$ cat src/rtl/seg7_pkg.sv
// Shared types and constants for the 7-segment display blocks.
// Patterns here are logical (1 = segment lit); polarity is applied at the pins.
package seg7_pkg;

    typedef enum logic {
        GAP = 1'b0,
        ON  = 1'b1
    } state_t;

    localparam logic [7:0] SEG_OFF = 8'h00;

    // Hex font, g..a in bits 6..0.
    localparam logic [6:0] FONT [16] = '{
        7'h3F, 7'h06, 7'h5B, 7'h4F,
        7'h66, 7'h6D, 7'h7D, 7'h07,
        7'h7F, 7'h6F, 7'h77, 7'h7C,
        7'h39, 7'h5E, 7'h79, 7'h71
    };

endpackage

$ cat src/rtl/hex_to_seg7.sv
// Combinational hex digit to logical 8-bit segment pattern {dp, g..a}.
// Blank darkens every segment including the decimal point.
module hex_to_seg7
    import seg7_pkg::*;
(
    input  logic [3:0] value,
    input  logic       dp,
    input  logic       blank,
    output logic [7:0] pattern
);

    always_comb begin
        pattern = blank ? SEG_OFF : {dp, FONT[value]};
    end

endmodule

$ cat src/rtl/seg7_scan_driver.sv
// Time-multiplexed N-digit 7-segment scanner with registered seg/an outputs.
// Define SEG7_LEAD_ZERO_BLANK_EN to suppress leading zeros at each digit snapshot.
module seg7_scan_driver
    import seg7_pkg::*;
#(
    parameter int NUM_DIGITS = 4,
    parameter int ON_CYCLES  = 50000,
    parameter int GAP_CYCLES = 500,
    parameter int ACTIVE_LOW = 1
) (
    input  logic                    clk,
    input  logic                    rst,
    input  logic [4*NUM_DIGITS-1:0] digits,
    input  logic [NUM_DIGITS-1:0]   dp,
    input  logic [NUM_DIGITS-1:0]   blank,
    output logic [7:0]              seg,
    output logic [NUM_DIGITS-1:0]   an,
    output logic                    frame_tick
);

    localparam int CNT_MAX = (ON_CYCLES > GAP_CYCLES) ? ON_CYCLES : GAP_CYCLES;
    localparam int CNT_W   = $clog2(CNT_MAX + 1);
    localparam int IDX_W   = (NUM_DIGITS > 1) ? $clog2(NUM_DIGITS) : 1;

    localparam logic [CNT_W-1:0]      ON_LAST  = CNT_W'(ON_CYCLES - 1);
    localparam logic [CNT_W-1:0]      GAP_LAST = (GAP_CYCLES > 0) ? CNT_W'(GAP_CYCLES - 1) : '0;
    localparam logic [IDX_W-1:0]      IDX_MAX  = IDX_W'(NUM_DIGITS - 1);
    localparam logic [7:0]            SEG_DARK = (ACTIVE_LOW != 0) ? ~SEG_OFF : SEG_OFF;
    localparam logic [NUM_DIGITS-1:0] AN_DARK  = (ACTIVE_LOW != 0) ? '1 : '0;

    state_t                state, state_nxt;
    logic [CNT_W-1:0]      cnt, cnt_nxt;
    logic [IDX_W-1:0]      idx, idx_nxt;
    logic                  enter_on, tick_nxt;
    logic [7:0]            seg_nxt, pattern;
    logic [NUM_DIGITS-1:0] an_nxt, eff_blank, onehot;
    logic [3:0]            sel_value;
    logic                  sel_dp, sel_blank;

    // Effective blanking per digit, evaluated on the snapshot inputs.
    always_comb begin
        eff_blank = blank;
`ifdef SEG7_LEAD_ZERO_BLANK_EN
        begin
            logic higher_dark;
            higher_dark = 1'b1;
            for (int i = NUM_DIGITS - 1; i >= 0; i--) begin
                if (higher_dark && (digits[4*i +: 4] == 4'h0) && (i != 0))
                    eff_blank[i] = 1'b1;
                higher_dark = higher_dark && ((digits[4*i +: 4] == 4'h0) || blank[i]);
            end
        end
`endif
    end

    // Select the digit about to be lit; it is captured into seg on ON entry.
    always_comb begin
        // NOTE: every comb output gets a default first so no path can infer a latch.
        sel_value = 4'h0;
        sel_dp    = 1'b0;
        sel_blank = 1'b1;
        onehot    = '0;
        for (int i = 0; i < NUM_DIGITS; i++) begin
            if (idx_nxt == IDX_W'(i)) begin
                sel_value = digits[4*i +: 4];
                sel_dp    = dp[i];
                sel_blank = eff_blank[i];
                onehot[i] = 1'b1;
            end
        end
    end

    hex_to_seg7 u_font (
        .value   (sel_value),
        .dp      (sel_dp),
        .blank   (sel_blank),
        .pattern (pattern)
    );

    always_comb begin
        state_nxt = state;
        cnt_nxt   = cnt + 1'b1;
        idx_nxt   = idx;
        tick_nxt  = 1'b0;
        enter_on  = 1'b0;
        seg_nxt   = seg;
        an_nxt    = an;
        case (state)
            GAP: begin
                if (GAP_CYCLES == 0 || cnt == GAP_LAST) begin
                    state_nxt = ON;
                    cnt_nxt   = '0;
                    enter_on  = 1'b1;
                end
            end
            ON: begin
                if (cnt == ON_LAST) begin
                    cnt_nxt  = '0;
                    tick_nxt = (idx == '0);
                    idx_nxt  = (idx == '0) ? IDX_MAX : idx - 1'b1;
                    // A zero-length gap re-enters ON directly on the next digit.
                    if (GAP_CYCLES == 0) begin
                        enter_on = 1'b1;
                    end else begin
                        state_nxt = GAP;
                        seg_nxt   = SEG_DARK;
                        an_nxt    = AN_DARK;
                    end
                end
            end
            default: state_nxt = GAP;
        endcase
        if (enter_on) begin
            seg_nxt = (ACTIVE_LOW != 0) ? ~pattern : pattern;
            an_nxt  = (ACTIVE_LOW != 0) ? ~onehot  : onehot;
        end
    end

    always_ff @(posedge clk or posedge rst) begin
        if (rst) begin
            state      <= GAP;
            cnt        <= '0;
            idx        <= IDX_MAX;
            seg        <= SEG_DARK;
            an         <= AN_DARK;
            frame_tick <= 1'b0;
        end else begin
            // NOTE: state registers use non-blocking assignment so all update together.
            state      <= state_nxt;
            cnt        <= cnt_nxt;
            idx        <= idx_nxt;
            seg        <= seg_nxt;
            an         <= an_nxt;
            frame_tick <= tick_nxt;
        end
    end

endmodule

$ cat config.mk
export PLATFORM = sky130hd
export DESIGN_NAME = seg7_scan_driver
export DESIGN_NICKNAME = d
export VERILOG_FILES = /design/src/rtl/seg7_pkg.sv /design/src/rtl/hex_to_seg7.sv /design/src/rtl/seg7_scan_driver.sv
export SDC_FILE = /design/constraint.sdc
export NUM_CORES = 1
export LEC_CHECK = 0
export BUFFER_PORTS_ARGS = -buffer_cell sky130_fd_sc_hd__buf_2
export CAP_MARGIN = 20
export CORE_UTILIZATION = 50
export DETAILED_ROUTE_END_ITERATION = 16
export PLACE_DENSITY_LB_ADDON = 0.08
export SYNTH_ARGS = -nofsm -noshare
export SYNTH_HDL_FRONTEND = slang
export SYNTH_SLANG_ARGS = --single-unit
$ cat constraint.sdc
create_clock -name clk -period 4.12 [get_ports clk]
set_clock_uncertainty 0.1 [all_clocks]
set_input_delay 0.206 -clock clk [delete_from_list [all_inputs] [get_ports clk]]
set_output_delay 0.206 -clock clk [all_outputs]
set_load 0.005 [all_outputs]
Word-level counts from Yosys, hierarchy flattened

Memories as Yosys holds them, arrays and structs flattened.
Index checks and enable logic that the tools add are counted.

Memories kept: 1
Input bits: 26
Flip-flop bits (word level): 32
Output and inout port bits: 13
ROM bits: 112

Add/subtract/negate cells: 2
Bitwise operators: 4
Reduce and logical (&&, ||, !) cells: 5
$lt $le $gt $ge: 1
Equal/unequal tests: 5
Multiplexer cells: 37

Memory list:

| memory           | words | bits a word | read ports | clocked after Yosys merged registers in | wr ports | line              | RTL |
|---|---|---|---|---|---|---|---|
| (name not given) | 16    | 7           | 1          | 0                                       | 0        | hex_to_seg7.sv:13 | `pattern = blank ? SEG_OFF : {dp, FONT[value]};` |

Operators by type and width:

| cell                    | count |
|---|---|
| $mux W16                | 2 |
| $mux W8                 | 4 |
| $pmux W16 S2            | 1 |
| $mux W4                 | 7 |
| $mux W1                 | 17 |
| $add A16 B1 Y16 const B | 1 |
| $eq A16 B16 Y1 const B  | 1 |
| $eq A16 B9 Y1 const B   | 1 |
| $mux W7                 | 2 |
| $not A8 Y8              | 1 |
| $mux W2                 | 3 |
| $ge A5 B5 Y1 const B    | 1 |
| $not A4 Y5              | 1 |
| $eq A2 B2 Y1 const B    | 2 |
| $logic_not A2 Y1        | 2 |
| $not A4 Y4              | 1 |
| $reduce_bool A2 Y1      | 2 |
| $eq A2 B1 Y1 const B    | 1 |
| $pmux W1 S2             | 1 |
| $reduce_and A2 Y1       | 1 |
| $sub A2 B1 Y2 const B   | 1 |
| $not A1 Y1              | 1 |

Logic depth before layout (Yosys ltp)

Gate-level depths: netlist (run 1).

Depth after elaboration: 16
Mapped depth: 13
Depth with buffers taken out: 13

By module

From an unflattened synthesis (run 1), not the netlist that was laid out.

Cell total of the unflattened synthesis: 225
Area, all modules: 2035.7 um^2

By module, submodules not included:

| module           | cells an instance | instances | area an instance (um^2) | sequential area each (um^2) |
|---|---|---|---|---|
| seg7_scan_driver | 188               | 1         | 1764.2                  | 818.3 |
| hex_to_seg7      | 37                | 1         | 271.5                   | 0.0 |

Worst setup path before layout (run 1)

No wires, ideal clock.

Kind: flip-flop to flip-flop
Start: register cnt[10]
End: register seg[3]
Path buffers: 1
Period minus slack after synthesis: 3424 ps
Arrival: 3237 ps
Stages on the path, launching flop included: 12
Library setup time: 87 ps
Path slack: 696 ps
Path through: dfrtp_1 > or4_4 > nor4_4 > mux2i_1 > buf_4 > mux2i_1 > mux2_2 > inv_1 > ha_1 > mux2_2 > mux2i_1 > a21oi_1

Longest elaborated chain between the ends: 15
Elaborated cells between the ends (all ways): 28
Those cells by class: eq/ne (5); mux (16); bitwise (2); reduce/logical (4); memory (1)

RTL lines:

| element                                     | line                    | RTL |
|---|---|---|
| start, declared                             | seg7_scan_driver.sv:32  | `logic [CNT_W-1:0] cnt, cnt_nxt;` |
| start signal, assigned                      | seg7_scan_driver.sv:130 | `cnt <= cnt_nxt;` |
| $eq A16 B16 Y1 *                            | seg7_scan_driver.sv:97  | `if (cnt == ON_LAST) begin` |
| $mux W2 *                                   | seg7_scan_driver.sv:97  |  |
| $mux W2 *                                   | seg7_scan_driver.sv:88  | `case (state)` |
| named net idx_nxt[1]                        | seg7_scan_driver.sv:33  | `logic [IDX_W-1:0] idx, idx_nxt;` |
| $logic_not A2 Y1                            | seg7_scan_driver.sv:64  | `if (idx_nxt == IDX_W'(i)) begin` |
| $mux W4 (4 in series)                       | seg7_scan_driver.sv:64  |  |
| $not A4 Y5 (not written as such)            | hex_to_seg7.sv:13       |  |
| $mem_v2 Z16 W7                              | -                       |  |
| $mux W7 (not written as such) (2 in series) | hex_to_seg7.sv:13       |  |
| $mux W8 *                                   | hex_to_seg7.sv:13       |  |
| $not A8 Y8 *                                | seg7_scan_driver.sv:114 | `seg_nxt = (ACTIVE_LOW != 0) ? ~pattern : pattern;` |
| $mux W8 *                                   | seg7_scan_driver.sv:113 | `if (enter_on) begin` |
| end signal, assigned                        | seg7_scan_driver.sv:132 | `seg <= seg_nxt;` |
| end, declared                               | seg7_scan_driver.sv:16  | `output logic [7:0] seg,` |

Mark *: on every way through the listed nets, which the timed path passes. The rest lies on a longest branch. The select of a mux whose other input is x is not followed.
A chain may end at the register's enable or synchronous reset.

Final worst setup path (run 1)

Start: register cnt[10]
End: register seg[5]

Longest elaborated chain between the ends: 15
Elaborated cells between the ends (all ways): 28
Those cells by class: eq/ne (5); mux (16); bitwise (2); reduce/logical (4); memory (1)

RTL lines:

| element                                     | line |
|---|---|
| $eq A16 B16 Y1                              | seg7_scan_driver.sv:97 |
| $mux W2                                     | seg7_scan_driver.sv:97 |
| $mux W2                                     | seg7_scan_driver.sv:88 |
| $logic_not A2 Y1                            | seg7_scan_driver.sv:64 |
| $mux W4 (4 in series)                       | seg7_scan_driver.sv:64 |
| $not A4 Y5 (not written as such)            | hex_to_seg7.sv:13 |
| $mem_v2 Z16 W7                              | - |
| $mux W7 (not written as such) (2 in series) | hex_to_seg7.sv:13 |
| $mux W8                                     | hex_to_seg7.sv:13 |
| $not A8 Y8                                  | seg7_scan_driver.sv:114 |
| $mux W8                                     | seg7_scan_driver.sv:113 |

Several ways; a longest one is shown, not always the timed one. The select of a mux whose other input is x is not followed.

==> results of run 1 <==
through the flow:
step,utilization,power [mW],area (um2)
floorplan,-,0.364,1870
global placement,0.607,0.384,2110
detailed placement,0.607,0.385,2110
CTS,0.638,0.644,2210
global route,0.638,0.663,2210
finish,0.638,0.635,2210
state kept, by name, indices dropped and copies added, names as in the netlist:
signal	flops
idx	2
cnt	16
an	4
frame_tick	1
state	1
seg	8
metal layers:
layer | share of wire | vias up | global-route usage
li1 | - | 726 | -
met1 | 0.44 | 691 | 0.249
met2 | 0.50 | 41 | 0.380
met3 | 0.047 | 7 | 0.0489
met4 | 0.013 | 0 | 0.0653
met5 | 0 | - | 0
worst min path at each step:
stage	start	slack (ns)	end
after CTS	dp[1]	0.15	seg[7]
final	dp[1]	0.15	seg[7]
after detailed placement	rst	0.21	cnt[8]
after global routing	dp[1]	0.25	seg[7]
after floorplan	rst	0.21	cnt[0]
after global placement	rst	0.20	cnt[8]
where the power goes:
group | total (mW) | switching, mW | internal [mW]
combinational | 0.0550 | 0.0280 | 0.0270
sequential | 0.325 | 0.00223 | 0.323
clock | 0.255 | 0.106 | 0.149
total | 0.635 | 0.136 | 0.498
worst max-delay path, cell delays in order (launching register included):
cell	delay [ns]
dfrtp_1	0.42
or4_4	0.58
nor4_4	0.41
mux2i_1	0.73
mux2i_1	0.18
mux2_2	0.36
inv_1	0.11
ha_1	0.20
inv_1	0.07
o31a_1	0.29
a21oi_1	0.15
cell usage after synthesis (3+ instances only):
cell type,n,area share
dfstp_2,14,0.20
xnor2_1,5,0.023
inv_1,11,0.022
a21oi_1,9,0.024
nor2b_1,3,0.010
nand3_1,8,0.021
mux2_2,5,0.030
mux2i_1,15,0.080
dfrtp_1,18,0.24
nor2_1,27,0.054
and3_1,3,0.010
nand2_1,14,0.028
xor2_1,9,0.042
ha_1,8,0.053
cell families after synthesis:
kind of cell | after synthesis | share of synthesized area
multiplexers | 22 | 0.126
XOR/XNOR | 14 | 0.0655
AND/OR/NAND/NOR | 69 | 0.184
AO/OA/AOI/OAI | 25 | 0.0922
buffers and inverters | 16 | 0.0421
flip-flops | 32 | 0.437
adder cells (fa/ha/maj) | 8 | 0.0534
layout make-up:
cell class                 instances  area share
clock buffer                       7      0.0436
inverter                          11      0.0187
multi-input combinational        138       0.441
sequential                        32       0.370
tap                               46      0.0260
timing repair buffer              42       0.101
==> metrics, run 1 <==
H-tree levels 2; CP Launch Point cnt[10]; 1st-pass router iterations 4; FF-to-FF End seg[5]; Detail Route Antenna Nets 0; die area 3990 um2; Final WS setup roughly 0.45 ns; Worst Hold Class in -> reg; crit path launch type register; measured slew at the worst slew-check pin around 0.80 ns; register area just over 800 um2; WP data arrival 3.78 ns; DIE WIDTH around 63 um; Fin Hold WS 0.154 ns; vias 1465; clock latency on the worst-skew pair roughly 0.28 ns; first-pass GRT wire length about 6600 um; commonest non-fill, non-tap cell in the layout buf_2; crit share post-route 0.891; Post-synth ARST share 1.00; total clock sinks 32; global-route usage over all layers 0.212; HPWL after DPL about 2700 um; area of the multi-input gates around 980 um2; outcome finished, final reports clean; # rows 21; Synth cell types 43; syn nets 220; endpoint class of the critical path register; max-cap violations 0; post-placement cell count ~270; Final Hold Viols 0; most frequent cells in the layout 38 x buf_2, 27 x nor2_1, 18 x dfrtp_1; Num CTS Buffers 5; post-synthesis register bit count 32; crit path to seg[5]; top_reg_cell synth dfrtp_1; pre-CTS setup slack around 0.45 ns; Initial DRC Count 70; Fmax achieved approximately 0.27 GHz; Port Buf Inserts 38; number of flops mapped to enable cells by yosys 0; setup_tns 0 ns; Residual DRC 0; WS Path Type reg -> reg; Syn Std Cell Area roughly 1900 um2; average cell area after synthesis around 10 um2; Leak 1.03 nW; wire per inst 13.3 um; final setup vio count 0; Filler cells between 300 and 400; Initial Utilization 0.540; YS warnings 0; Register-to-Register Setup Slack between 0.4 and 0.5 ns; # IOs 39; Max Slew Vio Count 0; Critical Path RT approximately 4.2 ns; layout cells sized above 1 0.322; Clk pin slew, worst setup/hold paths 0.06 ns; Final GP Congestion ~0.84; DRT Wirelength around 3700 um; synth-to-layout area growth 18.1%; Hold-fix buffers, CTS 1; Worst Hold Depth 4; Synth Instances about 190; largest net degree at the start of global routing 33; relative slew slack 0.452; Reg2Reg Launch Point cnt[10]; fin cells between 200 and 300; remaining global-route overflow 0; part of the Yosys area used for sequential elements 0.437; n_diodes 0; core area between 3000 and 4000 um2; Setup Buffers After CTS 0; RSZ-0062 raised after global routing false; initial antenna violation count 0; Tmin final 3.67 ns; reg2reg path depth 10; CTS tree yes; vias in the first global route ~1500; CP max FO 7; via/cell ratio about 5.3; Root Driver clkbuf_8; deepest clock path buffer count 2; worst vdd ir about 0.12 mV; P per Cell Area about 290 nW/um2; Die Span Y between 60 and 70 um; nets ~260; CTS resizes 0
Note: power is estimated with default switching activity, not from simulation.
==> run 2, diff against run 1 <==
- SYNTH_HIERARCHICAL: not set -> 1
==> metrics, run 2 <==
outcome finished, final reports clean; Initial DRC Count 136 (+94%); max incr delay on CP 0.67 ns (-0.06 ns); max-cap violations 0 (unchanged); DP Area 2290 um2 (+8.6%); Detail Route Antenna Nets 0 (unchanged); WP data arrival 3.66 ns (-0.12 ns); final core occ 0.633 (-0.00509); via/cell ratio 5.76 (+8.5%); post-synthesis register bit count 32 (unchanged); Initial Utilization 0.540 (about the same); CP Launch Point cnt[4]; crit path cell chain or4b_1, or4_4, mux2i_4, buf_4, nand2_1, a32oi_1, buf_4, nor2b_1, nor2_1, a211oi_1, a21oi_1; Tmin final 3.58 ns (-0.0879 ns); average cell area after synthesis 9.05 um2 (-10%); endpoint class of the critical path register; Yosys top cell by area dfrtp_1; most frequent cells in the layout 38 x buf_2, 23 x nor2_1, 22 x nand2_1; WS Path Type reg -> reg; DIE WIDTH 65.8 um (+4.1%); Post-synth ARST share 1.00 (unchanged); Fmax achieved 0.279 GHz (+2.5%); deepest clock path buffer count 2 (unchanged); H-tree levels 2 (unchanged); initial antenna violation count 0 (unchanged); Clk pin slew, worst setup/hold paths 0.07 ns (about the same); Port Buf Inserts 38 (unchanged); Max Slew Vio Count 0 (unchanged); CP bufs+invs 2 (unchanged); pre-CTS setup slack 0.557 ns (+0.112 ns); Setup Buffers After CTS 0 (unchanged); total clock sinks 32 (unchanged); Die Span Y 65.8 um (+4.1%); relative slew slack 0.474 (+0.0224); worst vdd ir 0.221 mV (+78%); top cells by count, synth 23 x nor2_1, 22 x nand2_1, 18 x dfrtp_1, 14 x and3_1, 14 x dfstp_2; 1st-pass router iterations 4 (unchanged); global-route usage over all layers 0.228 (+0.0158); Synth Instances 225 (+21%); wire per inst 14.2 um (+6.9%); Synth cell types 42 (-2.3%); layout cells sized above 1 0.281 (-0.0408); # rows 22 (+4.8%); crit share post-route 0.870 (-0.0213); Syn Std Cell Area 2040 um2 (+8.7%); number of flops mapped to enable cells by yosys 0 (unchanged); Final Hold Viols 0 (unchanged); final setup vio count 0 (unchanged); commonest non-fill, non-tap cell in the layout buf_2; Final GP Congestion 0.835 (-0.86%); syn nets 259 (+18%); final instance area 2390 um2 (+7.9%); critical path's top delay family simple AND/OR/NAND/NOR gates; YS warnings 6 (+6); vias in the first global route 1672 (+12%); measured slew at the worst slew-check pin 0.788 ns (-0.0113 ns); Filler cells 326 (+2.8%); Worst Hold Class in -> reg; RSZ-0062 raised after global routing false; vias 1814 (+24%); top_reg_cell synth dfrtp_1; Hold Path Origin dp[1]; setup_tns 0 ns (unchanged); Final WS setup 0.536 ns (+0.0879 ns); Top Registers cnt (16), seg (8), an (4); Crit-path slowest cell or4_4; nets 300 (+14%); CP max FO 19 (+12); top post-synthesis cells by area dfrtp_1 22%, dfstp_2 18%, ha_1 4.9%; die area 4330 um2 (+8.4%); synth-to-layout area growth 17.2%; Most flops, register cnt; remaining global-route overflow 0 (unchanged); Reg2Reg Launch Point cnt[4]; # IOs 39 (unchanged); max FFs per register 16 (unchanged); most common cell in the netlist nor2_1; Root Driver clkbuf_8; HPWL after DPL 3180 um (+16%); crit path launch type register; P per Cell Area 256 nW/um2 (-11%); first-pass GRT wire length 7570 um (+14%); n_diodes 0 (unchanged); Residual DRC 0 (unchanged); Critical Path RT 4.20 ns (-0.02 ns); largest net degree at the start of global routing 33 (unchanged); DRT Wirelength 4470 um (+22%); Yosys top cell area share 0.221 (-0.0192); clock latency on the worst-skew pair 0.27 ns (about the same); CTS tree yes; most used cell, CP buf_4; Leak 1.13 nW (+9.6%); core area 3770 um2 (+8.7%); Num CTS Buffers 5 (unchanged); part of the Yosys area used for sequential elements 0.402 (-0.0349)
==> run 2: cell count changes after synthesis, sizes merged, moves of 5 or more <==
| cell | delta |
|---|---|
| nand2 | +8 |
| nor3 | +9 |
| clkbuf | +7 |
| mux2i | -13 |
| a32oi | +5 |
| and3 | +10 |
| mux2 | -6 |
| a311oi | +6 |
==> run 2: final timing paths <==
check                      cells after the start  slack, ns     end
max                                           11       0.54  seg[0]
min                                            5       0.34  seg[7]
max reg2reg                                   11       0.54  seg[0]
min reg2reg                                    1       0.39  cnt[0]
max in group asynchronous                      4       3.13  seg[5]
min in group asynchronous                      4       0.46  cnt[5]
==> run 2: report_power, final <==
group,total [mW],switching [mW],internal [mW]
logic,0.0546,0.0295,0.0251
registers,0.315,0,0.315
clock network,0.242,0.106,0.136
total,0.612,0.136,0.476
==> run 2: tightest hold or removal path: stages <==
cell and delay [ns]:
buf_2 0.10, nand2_1 0.05, a32oi_1 0.05, nor2b_1 0.13
a21oi_1 0.13
==> run 2: cells by family (layout without fill, tap and decap cells) <==
family	after synthesis	in the layout	share of synthesized area
xor+xnor	14	14	0.0602
buf+inv	25	67	0.0565
fa+ha+maj	8	8	0.0492
mux	4	4	0.0320
simple gates	101	101	0.258
flops	32	32	0.402
compound gates	41	41	0.143
==> run 2: area by class of cell <==
| cell class | instances | area [um2] | area share |
|---|---|---|---|
| well taps | 48 | 60.1 | 0.0252 |
| repair buffers | 48 | 268 | 0.112 |
| multi-input cells | 168 | 1110 | 0.465 |
| inverters | 11 | 41.3 | 0.0173 |
| clock buffers | 8 | 90.1 | 0.0378 |
| flip-flops and latches | 32 | 818 | 0.343 |
==> run 2: stage by stage <==
stage / power [mW] / cells / hold WS, ns
final: 0.612 / 315 / 0.342
after floorplan: 0.351 / 225 / 0.212
after global placement: 0.374 / 306 / 0.206
after global routing: 0.637 / 315 / 0.371
after CTS: 0.618 / 315 / 0.329
after detailed placement: 0.374 / 306 / 0.207
==> run 2: layer usage <==
metal	track usage	share of wire
met1	0.332	0.49
met4	0.0543	0.011
met5	0	0
met3	0.0534	0.061
met2	0.338	0.44
==> run 2: timing repair <==
item | in CTS | in global routing
hold endpoints to repair | 18 | 0
hold buffers | 1 | 0
resized for setup | 0 | 0
==> run 3, diff against run 2 <==
- CTS_BUF_LIST: not set -> sky130_fd_sc_hd__clkbuf_8
- clock period: 4.12 -> 4.42 ns (I/O delays scaled with it)
==> metrics, run 3 (synthesized netlist as in run 2, its figures left out) <==
outcome finished, final reports clean; Residual DRC 0 (unchanged); Final Hold Viols 0 (unchanged); layout cells sized above 1 0.277 (-0.00438); crit share post-route 0.866 (-0.00438); area of the multi-input gates 1110 um2 (unchanged); reg2reg path depth 11 (unchanged); worst vdd ir 0.219 mV (-0.83%); die area 4330 um2 (unchanged); crit path to seg[3]; Fmax achieved 0.261 GHz (-6.3%); synth-to-layout area growth 17.0%; Worst Hold Class in -> reg; vias in the first global route 1655 (-1.0%); Register-to-Register Setup Slack 0.59 ns (+0.06 ns); # rows 22 (unchanged); Num CTS Buffers 5 (unchanged); Initial DRC Count 108 (-21%); endpoint class of the critical path register; total clock sinks 32 (unchanged); Critical Path RT 4.49 ns (+0.29 ns); final setup vio count 0 (unchanged); via/cell ratio 5.63 (-2.2%); DIE WIDTH 65.8 um (unchanged); CP Launch Point cnt[4]; nets 297 (-1.0%); Die Span Y 65.8 um (unchanged); Clk pin slew, worst setup/hold paths 0.07 ns (about the same); max-cap violations 0 (unchanged); max incr delay on CP 0.67 ns (about the same); clock latency on the worst-skew pair 0.27 ns (about the same); crit path cell chain or4b_1, or4_4, mux2i_4, nand2_1, a32oi_1, inv_1, ha_1, inv_1, mux4_2, nor2_1, a21oi_1; deepest clock path buffer count 2 (unchanged); core area 3770 um2 (unchanged); FF-to-FF End seg[3]; Crit-path slowest cell or4_4; CP max FO 19 (unchanged); WP data arrival 3.90 ns (+0.24 ns); global-route usage over all layers 0.214 (-0.0133); Initial Utilization 0.540 (unchanged); Root Driver clkbuf_8; H-tree levels 2 (unchanged); Leak 1.13 nW (about the same); Max Slew Vio Count 0 (unchanged); remaining global-route overflow 0 (unchanged); measured slew at the worst slew-check pin 0.853 ns (+0.0655 ns); register area 818 um2 (unchanged); critical path's top delay family simple AND/OR/NAND/NOR gates; most frequent cells in the layout 38 x buf_2, 23 x nor2_1, 22 x nand2_1; CTS tree yes; DRT Wirelength 4430 um (-0.94%); n_diodes 0 (unchanged); Filler cells 330 (+1.2%); RSZ-0062 raised after global routing false; Final GP Congestion 0.820 (-1.8%); critical path depth in cells 11 (unchanged); vias 1757 (-3.1%); max FFs per register 16 (unchanged); relative slew slack 0.431 (-0.0433); # IOs 39 (unchanged); Tmin final 3.83 ns (+0.242 ns); final core occ 0.631 (-0.00133); 1st-pass router iterations 4 (unchanged); CP bufs+invs 2 (unchanged); setup_tns 0 ns (unchanged); initial antenna violation count 0 (unchanged); Most flops, register cnt; wire per inst 14.2 um (about the same); largest net degree at the start of global routing 33 (unchanged); crit path launch type register; HPWL after DPL 3070 um (-3.3%); Detail Route Antenna Nets 0 (unchanged); commonest non-fill, non-tap cell in the layout buf_2; first-pass GRT wire length 7220 um (-4.6%); Top Registers cnt (16), seg (8), an (4); P per Cell Area 257 nW/um2 (about the same); most used cell, CP inv_1; Port Buf Inserts 38 (unchanged); WS Path Type reg -> reg; Reg2Reg Launch Point cnt[4]
[run 3: worst min-delay path by stage]
stage / from / depth (start not counted) / slack [ns] / endpoint
after global routing: dp[1] / 5 / 0.43 / seg[7]
after detailed placement: rst / 3 / 0.23 / cnt[5]
after floorplan: rst / 1 / 0.23 / cnt[0]
final: dp[1] / 5 / 0.36 / seg[7]
after global placement: rst / 3 / 0.22 / cnt[4]
after CTS: dp[1] / 5 / 0.34 / seg[7]
[run 3: worst register-to-register path, cell delays in order (launching register included)]
cell and delay (ns):
dfrtp_1 0.41, or4b_1 0.61, or4_4 0.68, mux2i_4 0.26, nand2_1 0.08, a32oi_1 0.41
inv_1 0.20, ha_1 0.33, inv_1 0.04, mux4_2 0.44, nor2_1 0.10, a21oi_1 0.08
[run 3: cell type report]
class                   instances  area share
repair buffers                 45       0.103
inverters                      11      0.0173
flip-flops and latches         32       0.344
clock inverters                 3      0.0163
multi-input cells             168       0.466
clock buffers                   5      0.0289
well taps                      48      0.0252
[run 3: timing repair]
item                                   CTS  global route
gates resized for setup                  0             0
hold buffers                             1             0
setup buffers                            0             0
endpoints found under the hold margin   18             0
[run 3: stage by stage]
stage | setup WS [ns] | hold WS (ns) | std cells | instance area, um2 | total power [mW]
finish | 0.594 | 0.360 | 312 | 2380 | 0.611
CTS | 0.602 | 0.337 | 312 | 2380 | 0.621
detailed placement | 0.617 | 0.226 | 303 | 2260 | 0.346
floorplan | 0.811 | 0.227 | 225 | 2040 | 0.327
global placement | 0.720 | 0.221 | 303 | 2260 | 0.346
global route | 0.396 | 0.435 | 312 | 2380 | 0.636
[run 3: report_power, final]
group | total, mW | internal (mW) | leakage [nW] | switching (mW)
Sequential | 0.294 | 0.294 | 0.383 | 0
Combinational | 0.0489 | 0.0218 | 0.691 | 0.0272
Clock | 0.269 | 0.165 | 0.0593 | 0.104
Total | 0.611 | 0.480 | 1.13 | 0.131
[run 3: routing by layer]
metal,vias up,track usage,part of all wire
li1,888,-,-
met1,832,0.299,0.50
met2,37,0.360,0.46
met3,0,0.0362,0.033
met4,0,0.0190,0
met5,-,0,0
